### src/rtl/led_pattern_seq.sv
// led_pattern_seq: N-LED pattern sequencer stepped by the divided clock clk1h.
// Patterns: walk, bounce, binary count and fill/drain, with direction control,
// pause, configurable output polarity and a one-cycle pattern-period marker.
// Optional feature macro LEDSEQ_SPEED_EN: adds the speed input and a 3-bit
// prescaler so that a step is taken only on every 2^speed-th enabled edge.
module led_pattern_seq #(
    parameter int N          = 8,
    parameter int ACTIVE_LOW = 1
) (
    input  logic         clk1h,
    input  logic         rst,
    input  logic         en,
    input  logic [1:0]   mode,
    input  logic         dir,
`ifdef LEDSEQ_SPEED_EN
    input  logic [1:0]   speed,
`endif
    output logic [N-1:0] led,
    output logic         wrap
);

    localparam int PW = $clog2(N);
    localparam int LW = $clog2(N + 1);

    localparam logic [PW-1:0] POS_LAST  = PW'(N - 1);
    localparam logic [PW-1:0] POS_PEN   = PW'(N - 2);
    localparam logic [LW-1:0] LEVEL_PEN = LW'(N - 1);
    localparam logic [N-1:0]  LED_OFF   = (ACTIVE_LOW != 0) ? {N{1'b1}} : {N{1'b0}};
    localparam logic [N-1:0]  ONE_HOT0  = {{(N-1){1'b0}}, 1'b1};

    typedef enum logic [1:0] {
        MODE_WALK   = 2'b00,
        MODE_BOUNCE = 2'b01,
        MODE_COUNT  = 2'b10,
        MODE_FILL   = 2'b11
    } mode_t;

    logic [PW-1:0] r_pos;
    logic          r_up;
    logic [N-1:0]  r_cnt;
    logic [LW-1:0] r_level;
    mode_t         r_modeQ;
    logic          r_started;
    logic [N-1:0]  r_led;
    logic          r_wrap;

    mode_t         w_mode;
    mode_t         w_patMode;
    logic          w_reinit;
    logic          w_step;
    logic [PW-1:0] w_nextPos;
    logic          w_nextUp;
    logic [N-1:0]  w_nextCnt;
    logic [LW-1:0] w_nextLevel;
    logic          w_nextWrap;
    logic [N-1:0]  w_fillMask;
    logic [N-1:0]  w_pattern;
    logic [N-1:0]  w_nextLed;

    assign w_mode   = mode_t'(mode);
    assign w_reinit = en && (!r_started || (w_mode != r_modeQ));

`ifdef LEDSEQ_SPEED_EN
    logic [2:0] r_pre;
    logic [1:0] r_speedQ;
    logic [2:0] w_preLast;
    logic       w_preTerminal;

    // Terminal prescaler count for the speed latched at the last terminal count
    always_comb begin
        w_preLast = 3'd0;
        case (r_speedQ)
            2'd0:    w_preLast = 3'd0;
            2'd1:    w_preLast = 3'd1;
            2'd2:    w_preLast = 3'd3;
            default: w_preLast = 3'd7;
        endcase
    end

    assign w_preTerminal = (r_pre == w_preLast);
    assign w_step        = en && !w_reinit && w_preTerminal;

    // Prescaler: restarts on reinit and terminal count, picks up a new speed there
    always_ff @(posedge clk1h or negedge rst) begin
        if (!rst) begin
            r_pre    <= 3'd0;
            r_speedQ <= 2'd0;
        end else if (en) begin
            if (w_reinit || w_preTerminal) begin
                r_pre    <= 3'd0;
                r_speedQ <= speed;
            end else begin
                r_pre <= r_pre + 3'd1;
            end
        end
    end
`else
    assign w_step = en && !w_reinit;
`endif

    // Next sequencer state: load the mode's initial state on reinit, else one step
    always_comb begin
        w_nextPos   = r_pos;
        w_nextUp    = r_up;
        w_nextCnt   = r_cnt;
        w_nextLevel = r_level;
        w_nextWrap  = 1'b0;
        if (w_reinit) begin
            w_nextPos   = ((w_mode == MODE_WALK) && dir) ? POS_LAST : '0;
            w_nextUp    = 1'b1;
            w_nextCnt   = '0;
            w_nextLevel = '0;
        end else if (w_step) begin
            case (r_modeQ)
                MODE_WALK: begin
                    if (dir) begin
                        w_nextPos  = (r_pos == '0) ? POS_LAST : r_pos - PW'(1);
                        w_nextWrap = (r_pos == '0);
                    end else begin
                        w_nextPos  = (r_pos == POS_LAST) ? '0 : r_pos + PW'(1);
                        w_nextWrap = (r_pos == POS_LAST);
                    end
                end
                MODE_BOUNCE: begin
                    if (r_up) begin
                        w_nextPos = r_pos + PW'(1);
                        if (r_pos == POS_PEN) begin
                            w_nextUp = 1'b0;
                        end
                    end else begin
                        w_nextPos = r_pos - PW'(1);
                        if (r_pos == PW'(1)) begin
                            w_nextUp   = 1'b1;
                            w_nextWrap = 1'b1;
                        end
                    end
                end
                MODE_COUNT: begin
                    if (dir) begin
                        w_nextCnt  = r_cnt - N'(1);
                        w_nextWrap = (r_cnt == N'(1));
                    end else begin
                        w_nextCnt  = r_cnt + N'(1);
                        w_nextWrap = (r_cnt == {N{1'b1}});
                    end
                end
                default: begin
                    if (r_up) begin
                        w_nextLevel = r_level + LW'(1);
                        if (r_level == LEVEL_PEN) begin
                            w_nextUp = 1'b0;
                        end
                    end else begin
                        w_nextLevel = r_level - LW'(1);
                        if (r_level == LW'(1)) begin
                            w_nextUp   = 1'b1;
                            w_nextWrap = 1'b1;
                        end
                    end
                end
            endcase
        end
    end

    // Logical pattern for the state being loaded, then output polarity
    always_comb begin
        w_patMode = w_reinit ? w_mode : r_modeQ;
        for (int i = 0; i < N; i++) begin
            w_fillMask[i] = (LW'(i) < w_nextLevel);
        end
        w_pattern = '0;
        case (w_patMode)
            MODE_WALK, MODE_BOUNCE: w_pattern = ONE_HOT0 << w_nextPos;
            MODE_COUNT:             w_pattern = w_nextCnt;
            default: begin
                for (int i = 0; i < N; i++) begin
                    w_pattern[i] = dir ? w_fillMask[N-1-i] : w_fillMask[i];
                end
            end
        endcase
        w_nextLed = (ACTIVE_LOW != 0) ? ~w_pattern : w_pattern;
    end

    // State and output registers; everything holds while paused, wrap drops
    always_ff @(posedge clk1h or negedge rst) begin
        if (!rst) begin
            r_pos     <= '0;
            r_up      <= 1'b1;
            r_cnt     <= '0;
            r_level   <= '0;
            r_modeQ   <= MODE_WALK;
            r_started <= 1'b0;
            r_led     <= LED_OFF;
            r_wrap    <= 1'b0;
        end else if (en) begin
            r_pos   <= w_nextPos;
            r_up    <= w_nextUp;
            r_cnt   <= w_nextCnt;
            r_level <= w_nextLevel;
            r_wrap  <= w_nextWrap;
            if (w_reinit) begin
                r_modeQ   <= w_mode;
                r_started <= 1'b1;
            end
            if (w_reinit || w_step) begin
                r_led <= w_nextLed;
            end
        end else begin
            r_wrap <= 1'b0;
        end
    end

    assign led  = r_led;
    assign wrap = r_wrap;

endmodule

### config.mk
export PLATFORM = sky130hd
export DESIGN_NAME = led_pattern_seq
export DESIGN_NICKNAME = d
export VERILOG_FILES = /design/src/rtl/led_pattern_seq.sv
export SDC_FILE = /design/constraint.sdc
export NUM_CORES = 1
export LEC_CHECK = 0
export ABC_AREA = 1
export CORE_MARGIN = 10
export CORE_UTILIZATION = 40
export CTS_CLUSTER_SIZE = 14
export DETAILED_ROUTE_END_ITERATION = 8
export PLACE_DENSITY = 0.68
export SYNTH_ARGS = -nofsm -noshare
export SYNTH_HDL_FRONTEND = slang
export SYNTH_SLANG_ARGS = --single-unit
### constraint.sdc
create_clock -name clk1h -period 1.7 [get_ports clk1h]
set_input_delay 0.34 -clock clk1h [delete_from_list [all_inputs] [get_ports clk1h]]
set_output_delay 0.34 -clock clk1h [all_outputs]
set_load 0.1 [all_outputs]
Word level (Yosys, flattened, before mapping)
Index checks and enable logic that the tools add are counted.
- add/subtract/negate cells: 6
- shifts and indexed selects: 1
- reduce and logical (&&, ||, !) cells: 18
- bitwise operators: 1
- magnitude comparators: 8
- mux-type cells: 43
- equal/unequal tests: 13
- operators by type and width (cell ; number):
    8-bit 2-to-1 mux ; 4
    1-bit 2-to-1 mux ; 23
    3-bit 2-to-1 mux ; 7
    3-bit by 4-bit less-than comparator with 1-bit output (first input constant) ; 4
    4-bit 2-to-1 mux ; 4
    8-bit one-hot mux with 2 select lines ; 1
    8-bit by 1-bit adder with 8-bit output (second input constant) ; 1
    8-bit by 1-bit equality test with 1-bit output (second input constant) ; 1
    8-bit equality test (second input constant) ; 1
    1-bit by 4-bit less-than comparator with 1-bit output (first input constant) ; 2
    2-bit by 4-bit less-than comparator with 1-bit output (first input constant) ; 2
    8-bit inverter ; 1
    1-bit by 3-bit left shift with 8-bit output (first input constant) ; 1
    8-bit by 1-bit subtractor with 8-bit output (second input constant) ; 1
    3-bit equality test (second input constant) ; 2
    2-bit logical NOT ; 3
    3-bit one-hot mux with 2 select lines ; 1
    4-bit by 1-bit adder with 4-bit output (second input constant) ; 1
    2-bit by 1-bit equality test with 1-bit output (second input constant) ; 2
    2-bit equality test (second input constant) ; 2
    4-bit by 1-bit equality test with 1-bit output (second input constant) ; 1
    4-bit by 3-bit equality test with 1-bit output (second input constant) ; 1
    2-bit AND reduction ; 2
    2-bit OR reduction ; 2
    other kinds (16) ; 20
- input bits: 6
- output and inout bits: 9
- register bits after elaboration: 28
- word-level logic and storage cells: 98

Depth between registers and ports, before layout
Gate-level depths: netlist of run 1.
- depth in word-level cells: 11
- depth in mapped cells: 17
- mapped depth without buffers: 17

Worst setup path before layout of run 1
No wires, ideal clock.
- path kind: flip-flop to flip-flop
- start: reg r_pos[0]
- end: reg r_led[7], in the netlist led[7]
- stages on the path, launching flop included: 16
- setup slack: -0.084 ns
- period minus slack after synthesis: 1.784 ns
- required time: 1.628 ns
- setup time: 0.072 ns
- buffers on the path: 0
- arrival: 1.712 ns
- path through: dfrtp_1 > ha_1 > ha_1 > inv_1 > a21oi_1 > nand2_1 > nand2_1 > nand2_1 > nand2_1 > nand2_2 > nand2_1 > nand3_1 > nand2_1 > nand3_1 > nand2_1 > inv_1
- longest elaborated chain between the ends: 9
- elaborated cells between the ends (all ways): 14
- classes of those cells: add/sub: 2; eq/ne: 1; shift: 1; mux: 8; bitwise: 1; reduce/logical: 1
- ends and longest elaborated chain (item ; line ; source):
    start: declaration ; 38 ; logic [PW-1:0] r_pos;
    start signal: assignment ; 196 ; r_pos <= w_nextPos;
    3-bit by 1-bit adder with 3-bit output, or another cell as far along ; 120, 126 ;
    3-bit 2-to-1 mux, on equally long branches ; 120, 117 ;
    3-bit 2-to-1 mux ; 116 ; if (dir) begin
    3-bit one-hot mux with 2 select lines ; 114 ; case (r_modeQ)
    3-bit 2-to-1 mux (*) ; 113 ; end else if (w_step) begin
    3-bit 2-to-1 mux (*) ; 108 ; if (w_reinit) begin
    1-bit by 3-bit left shift with 8-bit output (*) ; 173 ; MODE_WALK, MODE_BOUNCE: w_pattern = ONE_HOT0 << w_nextPos;
    8-bit one-hot mux with 2 select lines (*) ; 172 ; case (w_patMode)
    8-bit inverter (*) ; 181 ; w_nextLed = (ACTIVE_LOW != 0) ? ~w_pattern : w_pattern;
    end signal: assignment ; 206 ; r_led <= w_nextLed;
    end: declaration ; 44 ; logic [N-1:0] r_led;
Every way passes the cells marked *; elsewhere a longest branch is shown, timed or not.
A chain may end at the register's enable or synchronous reset.

Worst setup path in the final report of run 1
- start: reg r_pos[0]
- end: reg r_led[2], in the netlist led[2]
Same word-level chain as after synthesis.

==> summary.md, run 1 <==
| Metric | Value |
|---|---|
| Site Rows | 27 |
| Post-Syn Area per Cell | 6.57 µm² |
| Multi-input gate area | 1600 µm² |
| Core area | 5610 µm² |
| Peak supply drop | 1.10 mV |
| Crit path DAT | 2.16 ns |
| Final ANT Viol Nets | 0 |
| Fin cells | 507 |
| Final wirelength | 6940 µm |
| Vias per cell | 5.08 |
| Register area share after synthesis | 30.3% |
| GRT Total Usage | 15.3% |
| Minimum clock period | 1.93 ns |
| Worst-path cell chain | ha_2 > ha_4 > inv_2 > a21oi_2 > nand2_1 > nand2_1 > nand2_1 > nand2_1 > nand2_2 > buf_6 > nand2_1 > nand2_1 > nand2_1 > nor2_1 > nor2_1 |
| Failing checks | setup timing |
| Cells after DPL | 494 |
| Fin util | 60.6% |
| Top Ports | 15 |
| Hold Path Class | in2async |
| Flip-flop and latch count after synthesis | 28 |
| Hold Slack | 0.417 ns |
| Leakage | 1.75 nW |
| Worst-margin pin slew | 0.377 ns |
| Die Wd | 96.6 µm |
| Syn Inst Count | 357 |
| Distinct cells, synth | 34 |
| WP buf/inv | 2 |
| Setup ws final | -0.226 ns |
| Clock share of power | 10.1% |
| WP data required | 1.93 ns |
| HPWL after DPL | 5120 µm |
| Power Density | 1470 nW/µm² |
| Global route overflow | 0 |
| Max Clk Rate | 519 MHz |
| Die area | 9330 µm² |
| Synthesized Nets | 375 |
| Post-synthesis cell area | 2350 µm² |
| DR WL/cell | 13.7 µm |
| Clk slew on worst S/H paths | 0.11 ns |
| Placer Congestion | 0.945 |
| I/O Buffers | 14 |
| Unrepaired setup endpoints after global routing | yes |
| DR vias | 2575 |
| WS Path Type | reg2reg |
| Yosys Warn Count | 0 |
| Final Cycle Share | 113% |
| Total power | 0.00498 W |
| Maximum root-to-sink buffer count | 2 |
| Startpoint type of the worst setup path | register |
| H-Tree Depth | 1 |
| Max-cap violation count | 0 |
| Setup clock skew after layout | 0.00682 ns |
| FILL cells | 521 |
| Post-synthesis to final-layout area growth | 44.8% |
| Slowest cell on the critical path | dfrtp_1 |
| Status | finished with violations |
| CP top delay family | simple AND/OR/NAND/NOR gates |
| Cts bufs inserted | 3 |
| Register area | 713 µm² |
| Final Slew Violations | 0 |
| Most common cell on crit path | nand2_1 |
| Antenna cell count | 0 |
| Cell internal pwr | 0.00255 W |
| Flop pwr share | 21.9% |
| Pre-CTS setup slack | -0.586 ns |
| CP max FO | 4 |
| Vias in the first global route | 2519 |
| Psw | 0.00243 W |
| TritonCTS clock tree | done |
| First-pass GRT wire length | 11500 µm |
| Rel. slew slack | 74.9% |
| Root buffer cell | clkbuf_8 |
| Clock sinks | 28 |
| Nets | 454 |
| Final Hold Vio Count | 0 |
| Initial antenna violation count | 0 |
| Power share of the combinational group | 68.1% |
| DRT Pass-1 Iters | 6 |
| Die H | 96.6 µm |
| Final setup vio count | 8 |
| DR iter-0 viols | 181 |
| Switching Share | 48.9% |
| CP max stage delay | 0.44 ns |
| Largest net degree at the start of global routing | 29 |
| Worst-Skew Late Latency | 0.29 ns |
| Endpoint class of the critical path | register |
| Layout cell share with drive strength beyond 1 | 36.1% |
| Initial Util | 41.8% |
| DRC violations left | 0 |
cells in the final DEF, fill, tap and decap left out, types with 7 or more instances in the layout:
cell | synthesis | final
nor2_1 | 41 | 30
inv_2 | 3 | 7
inv_1 | 40 | 36
o21ai_1 | 1 | 8
nand2_2 | 6 | 18
nand2_1 | 118 | 105
nor2_2 | 4 | 10
buf_4 | 0 | 60
buf_12 | 0 | 10
o21ai_0 | 19 | 11
nand4_1 | 8 | 8
dfstp_2 | 9 | 9
nand3_1 | 27 | 24
ha_1 | 12 | 9
a21oi_1 | 14 | 11
dfrtp_1 | 19 | 18
sequential cells by signal, summed over array words and instances, names as in the netlist:
| signal | count |
|---|---|
| wrap | 1 |
| r_up | 1 |
| r_cnt | 8 |
| r_started | 1 |
| led | 8 |
| r_modeQ | 2 |
| r_level | 4 |
| r_pos | 3 |
power groups by stage:
stage	clock network [W]	logic (W)	registers (W)
after floorplan	0	0.00128	0.00163
after global placement	0	0.00296	0.00110
after detailed placement	0	0.00300	0.00110
after CTS	0.000512	0.00323	0.00109
after global routing	0.000530	0.00369	0.00112
final	0.000501	0.00339	0.00109
area by class of cell:
| cell class | count | area share [%] |
|---|---|---|
| repair buffers | 81 | 22.6 |
| clock buffers | 4 | 1.95 |
| flip-flops and latches | 28 | 21.0 |
| multi-input cells | 279 | 47.0 |
| well taps | 72 | 2.65 |
| inverters | 43 | 4.75 |
cells in the mapped netlist, drive strengths merged:
cell type / n / area (µm²)
a21oi: 14 / 70.1
dfrtp: 19 / 475
nand4: 8 / 50.1
a221oi: 1 / 8.76
inv: 43 / 161
nor4: 1 / 6.26
xnor2: 1 / 8.76
o21bai: 2 / 18.8
nor3: 4 / 31.3
ha: 12 / 150
xor2: 3 / 26.3
buf: 6 / 48.8
nand2: 125 / 492
a31oi: 1 / 6.26
clkbuf: 1 / 3.75
nor2: 46 / 190
a22oi: 1 / 7.51
dfstp: 9 / 236
nand3: 32 / 193
o211ai: 1 / 7.51
o21ai: 24 / 135
or2: 3 / 18.8
through the flow:
stage                     area [µm²]  TNS, ns
after floorplan                 2350  -0.0250
after global placement          3050    -8.24
after detailed placement        3050    -8.94
after CTS                       3270    -1.30
after global routing            3400    -2.88
final                           3400    -1.65
metal layers:
layer  vias up  wire [µm]  track usage [%]  part of all wire [%]
met1      1185       2890             18.0                    42
li1       1298          -                -                     -
met4         0        108             5.21                   1.6
met2        80       3530             27.2                    51
met5         -          0                0                     0
met3        12        403             3.01                   5.8
kinds of logic (layout without fill, tap and decap cells):
group,Yosys count,after routing,share of synthesized area (%)
adder cells (fa/ha/maj),12,12,6.40
AO/OA/AOI/OAI,44,44,10.8
flip-flops,28,28,30.3
AND/OR/NAND/NOR,219,219,41.8
XOR/XNOR,4,4,1.49
buffers and inverters,50,128,9.12
final timing paths:
| kind | start | end | slack (ns) | cells after the start |
|---|---|---|---|---|
| max | r_pos[0] | led[2] | -0.23 | 15 |
| min | rst | r_cnt[0] | 0.42 | 2 |
| max reg2reg | r_pos[0] | led[2] | -0.23 | 15 |
| min reg2reg | led[4] | led[4] | 0.52 | 2 |
| max in group asynchronous | rst | led[2] | 0.96 | 2 |
| min in group clk1h | led[4] | led[4] | 0.52 | 2 |
timing repair:
item	4_1_cts	5_1_grt
hold buffers	0	0
pin swaps	27	14
buffers inserted	6	3
resized for setup	33	33
endpoints found under the setup margin	14	16
Power figures use the tool's default switching activity.
==> run 2: changes to the inputs <==
- CORE_UTILIZATION: 40 -> 54
- PLACE_DENSITY: 0.68 -> 0.85
==> summary.md, run 2 (synthesis results as in run 1) <==
| Metric | Value |
|---|---|
| Status | finished with violations |
| Failing checks | setup timing |
| Die area | 7380 µm² (-21%) |
| TritonCTS clock tree | done |
| Nets | 458 (+0.88%) |
| Post-synthesis to final-layout area growth | 50.2% |
| Final Cycle Share | 123% (+10 points) |
| DR vias | 3043 (+18%) |
| Top Ports | 15 (unchanged) |
| Endpoint class of the critical path | register |
| DRC violations left | 0 (unchanged) |
| First-pass GRT wire length | 11900 µm (+3.6%) |
| Antenna cell count | 0 (unchanged) |
| WS Path Type | reg2reg |
| I/O Buffers | 14 (unchanged) |
| Core area | 4120 µm² (-27%) |
| WP data required | 1.96 ns (+0.03 ns) |
| Largest net degree at the start of global routing | 29 (unchanged) |
| Final ANT Viol Nets | 0 (unchanged) |
| Unrepaired setup endpoints after global routing | yes |
| Root buffer cell | clkbuf_8 |
| Final Slew Violations | 0 (unchanged) |
| Most frequent cells in the layout | 92 x nand2_1, 61 x buf_4, 34 x inv_1, 30 x nor2_1, 26 x nand2_2 |
| Site Rows | 23 (-15%) |
| Final wirelength | 9830 µm (+42%) |
| H-Tree Depth | 1 (unchanged) |
| Clk slew on worst S/H paths | 0.11 ns (about the same) |
| Final Instance Area | 3520 µm² (+3.7%) |
| Final setup vio count | 12 (+4) |
| Max-cap violation count | 0 (unchanged) |
| Vias in the first global route | 2600 (+3.2%) |
| Post-Place Cell Area | 3000 µm² (-1.9%) |
| Maximum root-to-sink buffer count | 2 (unchanged) |
| Leakage | 1.81 nW (+3.7%) |
| GRT Total Usage | 19.3% (+3.9 points) |
| Initial antenna violation count | 0 (unchanged) |
| Rel. slew slack | 73.1% (-1.8 points) |
| Commonest non-fill, non-tap cell in the layout | nand2_1 |
| Minimum clock period | 2.10 ns (+0.172 ns) |
| Initial Util | 57.0% (+15 points) |
| TNS Setup | -3.11 ns (-1.46 ns) |
| CP max FO | 5 (+1) |
| Layout cell share with drive strength beyond 1 | 42.6% (+6.5 points) |
| DRT Pass-1 Iters | 6 (unchanged) |
| Vias per cell | 6.22 (+23%) |
| HPWL after DPL | 5240 µm (+2.5%) |
| CTS Hold Bufs | 0 (unchanged) |
| Placer Congestion | 0.953 (+0.89%) |
| Die Wd | 85.9 µm (-11%) |
| DR WL/cell | 20.1 µm (+47%) |
| Power Density | 1550 nW/µm² (+5.5%) |
| Peak supply drop | 1.27 mV (+16%) |
| Global route overflow | 0 (unchanged) |
| Die H | 85.9 µm (-11%) |
| Startpoint type of the worst setup path | register |
| DR iter-0 viols | 351 (+94%) |
| Setup clock skew after layout | 0.00240 ns (-0.00442 ns) |
| Crit path DAT | 2.36 ns (+0.20 ns) |
| Final Hold Vio Count | 0 (unchanged) |
| Clock sinks | 28 (unchanged) |
| Cts bufs inserted | 3 (unchanged) |
| Worst-Skew Late Latency | 0.31 ns (+0.02 ns) |
| Max Clk Rate | 477 MHz (-8.2%) |
| Setup ws final | -0.398 ns (-0.172 ns) |
| Hold Path Class | in2async |
| Worst-margin pin slew | 0.400 ns (+0.0232 ns) |
==> run 2: cell types whose count changed in the layout (fill, tap and decap cells not counted), sizes merged <==
cell / delta
buf: +3
clkdlybuf4s50: -1
dlymetal6s2s: +1
nand3: +1
==> run 2: final timing paths <==
kind	start	slack (ns)	to	depth (start not counted)
worst min register to register	led[1]	0.51	led[1]	2
worst max-delay path	r_modeQ[0]	-0.40	led[6]	13
worst min-delay path	rst	0.40	r_cnt[0]	2
max in group asynchronous	rst	0.98	r_up	2
min in group clk1h	led[1]	0.51	led[1]	2
worst max register to register	r_modeQ[0]	-0.40	led[6]	13
==> run 2: worst max-delay path, stage by stage, from the launching register on <==
cell and delay (ns):
dfrtp_2 0.45, inv_2 0.07, nand2_4 0.08, inv_2 0.05
nor2_2 0.12, nand4_1 0.28, nand3_2 0.24, nand3_4 0.15
nor2_2 0.20, nand2_1 0.12, nand2_1 0.09, nand2_1 0.05
nor2_1 0.08, nor2_1 0.05
==> run 2: area by class of cell <==
class | count | area, µm²
Clock buffer | 4 | 55.1
Inverter | 43 | 166
Sequential cell | 28 | 716
Multi-Input combinational cell | 280 | 1730
Fill cell | 205 | 592
Timing Repair Buffer | 84 | 792
Tap cell | 50 | 62.6
==> run 2: timing repair <==
| item | in CTS | in global routing |
|---|---|---|
| gates cloned | 0 | 1 |
| endpoints found under the hold margin | 0 | 0 |
| endpoints found under the setup margin | 12 | 20 |
| gates resized for setup | 26 | 74 |
| pin swaps | 20 | 31 |
| buffers inserted | 3 | 14 |
==> run 2: per-stage QoR <==
| step | setup slack, ns | instances | hold slack [ns] | power (W) | util (%) |
|---|---|---|---|---|---|
| CTS | -0.227 | 475 | 0.443 | 0.00468 | 76.7 |
| finish | -0.398 | 489 | 0.403 | 0.00545 | 85.6 |
| floorplan | -0.0117 | 357 | 0.0444 | 0.00291 | - |
| detailed placement | -0.619 | 468 | 0.503 | 0.00408 | 72.8 |
| global placement | -0.543 | 468 | 0.498 | 0.00400 | 72.8 |
| global route | -0.504 | 489 | 0.434 | 0.00570 | 85.6 |
==> run 2: layer usage <==
layer | global-route usage, % | vias up | wire length [µm]
li1 | - | 1306 | -
met1 | 21.7 | 1377 | 3430
met2 | 32.5 | 249 | 4440
met3 | 4.92 | 111 | 1030
met4 | 10.3 | 0 | 923
met5 | 0 | - | 0
==> run 2: power by group <==
group / switching [W] / internal [W] / leakage (nW)
Clock: 0.000275 / 0.000210 / 0.0288
Combinational: 0.00234 / 0.00148 / 1.45
Sequential: 0.000243 / 0.000907 / 0.339
==> run 3: changes to the inputs <==
- SETUP_SLACK_MARGIN: not set -> 0.15
==> summary.md, run 3 (synthesis results as in run 1) <==
| Metric | Value |
|---|---|
| Status | finished with violations |
| Failing checks | DRC, setup timing |
| Clk slew on worst S/H paths | 0.12 ns (about the same) |
| Power Density | 1610 nW/µm² (+4.3%) |
| Worst Setup EP | led[6] |
| Final Slew Violations | 0 (unchanged) |
| DRT Pass-1 Iters | 9 (+3) |
| Worst-Skew Late Latency | 0.30 ns (about the same) |
| Final setup vio count | 19 (+7) |
| Vias in the first global route | 3062 (+18%) |
| Fin util | 93.1% (+7.5 points) |
| Multi-input gate area | 1830 µm² (+5.5%) |
| Cts bufs inserted | 3 (unchanged) |
| Unrepaired setup endpoints after global routing | yes |
| Initial Util | 57.0% (unchanged) |
| Worst-margin pin slew | 0.724 ns (+0.324 ns) |
| GRT Total Usage | 24.5% (+5.2 points) |
| H-Tree Depth | 1 (unchanged) |
| Die Wd | 85.9 µm (unchanged) |
| Die H | 85.9 µm (unchanged) |
| Final Cycle Share | 132% (+8.1 points) |
| Top Ports | 15 (unchanged) |
| Worst reg2reg path depth | 15 (+2) |
| Final ANT Viol Nets | 0 (unchanged) |
| Final wirelength | 12200 µm (+24%) |
| Root buffer cell | clkbuf_8 |
| DRC violations left | 17 (+17) |
| Max Clk Rate | 447 MHz (-6.2%) |
| FILL cells | 142 (-31%) |
| Max-cap violation count | 0 (unchanged) |
| Core area | 4120 µm² (unchanged) |
| Hold Path Class | in2async |
| DR vias | 3454 (+14%) |
| Final Instance Area | 3830 µm² (+8.8%) |
| Placer Congestion | 0.956 (+0.36%) |
| CTS Hold Bufs | 0 (unchanged) |
| DR iter-0 viols | 514 (+46%) |
| Rel. slew slack | 51.3% (-22 points) |
| Crit path DAT | 2.47 ns (+0.11 ns) |
| Setup ws final | -0.536 ns (-0.138 ns) |
| Leakage | 1.95 nW (+7.4%) |
| Launch point of the worst path | mode[0] |
| Post-Place Cell Area | 3110 µm² (+3.8%) |
| Minimum clock period | 2.24 ns (+0.138 ns) |
| Startpoint type of the worst setup path | primary input |
| Register area | 713 µm² (-0.35%) |
| Final Hold Vio Count | 0 (unchanged) |
| Layout cell share with drive strength beyond 1 | 45.1% (+2.5 points) |
| Global route overflow | 0 (unchanged) |
| Maximum root-to-sink buffer count | 2 (unchanged) |
| Nets | 478 (+4.4%) |
| Antenna cell count | 0 (unchanged) |
| Reg2Reg Setup Slack | -0.52 ns (-0.12 ns) |
| CP max FO | 6 (+1) |
| Most frequent cells in the layout | 92 x nand2_1, 69 x buf_4, 32 x inv_1, 31 x nor2_1 |
| Clock sinks | 28 (unchanged) |
| Endpoint class of the critical path | register |
| Largest net degree at the start of global routing | 29 (unchanged) |
| TritonCTS clock tree | done |
| First-pass GRT wire length | 14800 µm (+24%) |
| R2r startpoint | r_modeQ[1] |
| I/O Buffers | 14 (unchanged) |
| Setup clock skew after layout | 0.0147 ns (+0.0123 ns) |
| Site Rows | 23 (unchanged) |
| Commonest non-fill, non-tap cell in the layout | nand2_1 |
| DR WL/cell | 23.9 µm (+19%) |
| WP data required | 1.93 ns (-0.03 ns) |
| Die area | 7380 µm² (unchanged) |
| WS Path Type | in2reg |
| Initial antenna violation count | 0 (unchanged) |
| Peak supply drop | 1.32 mV (+4.3%) |
| HPWL after DPL | 5420 µm (+3.3%) |
| Post-synthesis to final-layout area growth | 63.4% |
| Total power | 0.00618 W (+13%) |
| Reg2reg end | led[6] |
| Vias per cell | 6.79 (+9.0%) |
run 3: worst min-delay path by stage:
stage,from,end,depth (start not counted)
after detailed placement,led[4],led[4],2
after floorplan,rst,r_cnt[0],0
final,rst,r_cnt[1],2
after global placement,led[4],led[4],2
after CTS,rst,r_cnt[1],2
after global routing,rst,r_cnt[1],2
run 3: routing by layer:
metal / wire (µm) / part of all wire (%) / vias up / global-route usage [%]
met5: 0 / 0 / - / 0
met4: 1160 / 9.5 / 0 / 16.8
met3: 1440 / 12 / 155 / 4.92
met2: 5310 / 44 / 414 / 40.8
met1: 4270 / 35 / 1541 / 27.6
li1: - / - / 1344 / -
run 3: repair_timing:
item | in CTS | in global routing
cloned | 0 | 1
gates resized for setup | 73 | 50
buffers inserted | 14 | 13
pin swaps | 35 | 33
setup endpoints to repair | 25 | 26
run 3: layout make-up:
type                       instances  area share, %
clock buffer                       3           1.08
clock inverter                     1          0.784
inverter                          43           4.34
multi-input combinational        280           47.7
sequential                        28           18.6
tap                               50           1.63
timing repair buffer             104           25.9
run 3: metrics by stage:
step | setup WS (ns) | hold WS, ns | instances | setup TNS [ns]
after floorplan | 0.00831 | 0.0444 | 357 | 0
after global placement | -0.504 | 0.499 | 477 | -7.47
after detailed placement | -0.568 | 0.510 | 477 | -8.91
after CTS | -0.192 | 0.439 | 495 | -1.39
after global routing | -0.651 | 0.461 | 509 | -6.06
final | -0.536 | 0.425 | 509 | -5.09
run 3: power by group:
part	internal, W	switching, W	total [W]	leakage [nW]
sequential	0.000904	0.000237	0.00114	0.342
combinational	0.00174	0.00273	0.00447	1.57
clock	0.000317	0.000253	0.000569	0.0357
run 3: worst max-delay path: stages:
cell	delay (ns)
dlygate4sd2_1	0.31
buf_4	0.18
nor3_1	0.61
nand2_2	0.27
buf_4	0.23
nand2_8	0.09
nand2_2	0.07
nand2_1	0.10
nand2_1	0.09
nor2_2	0.10
nor2_1	0.06
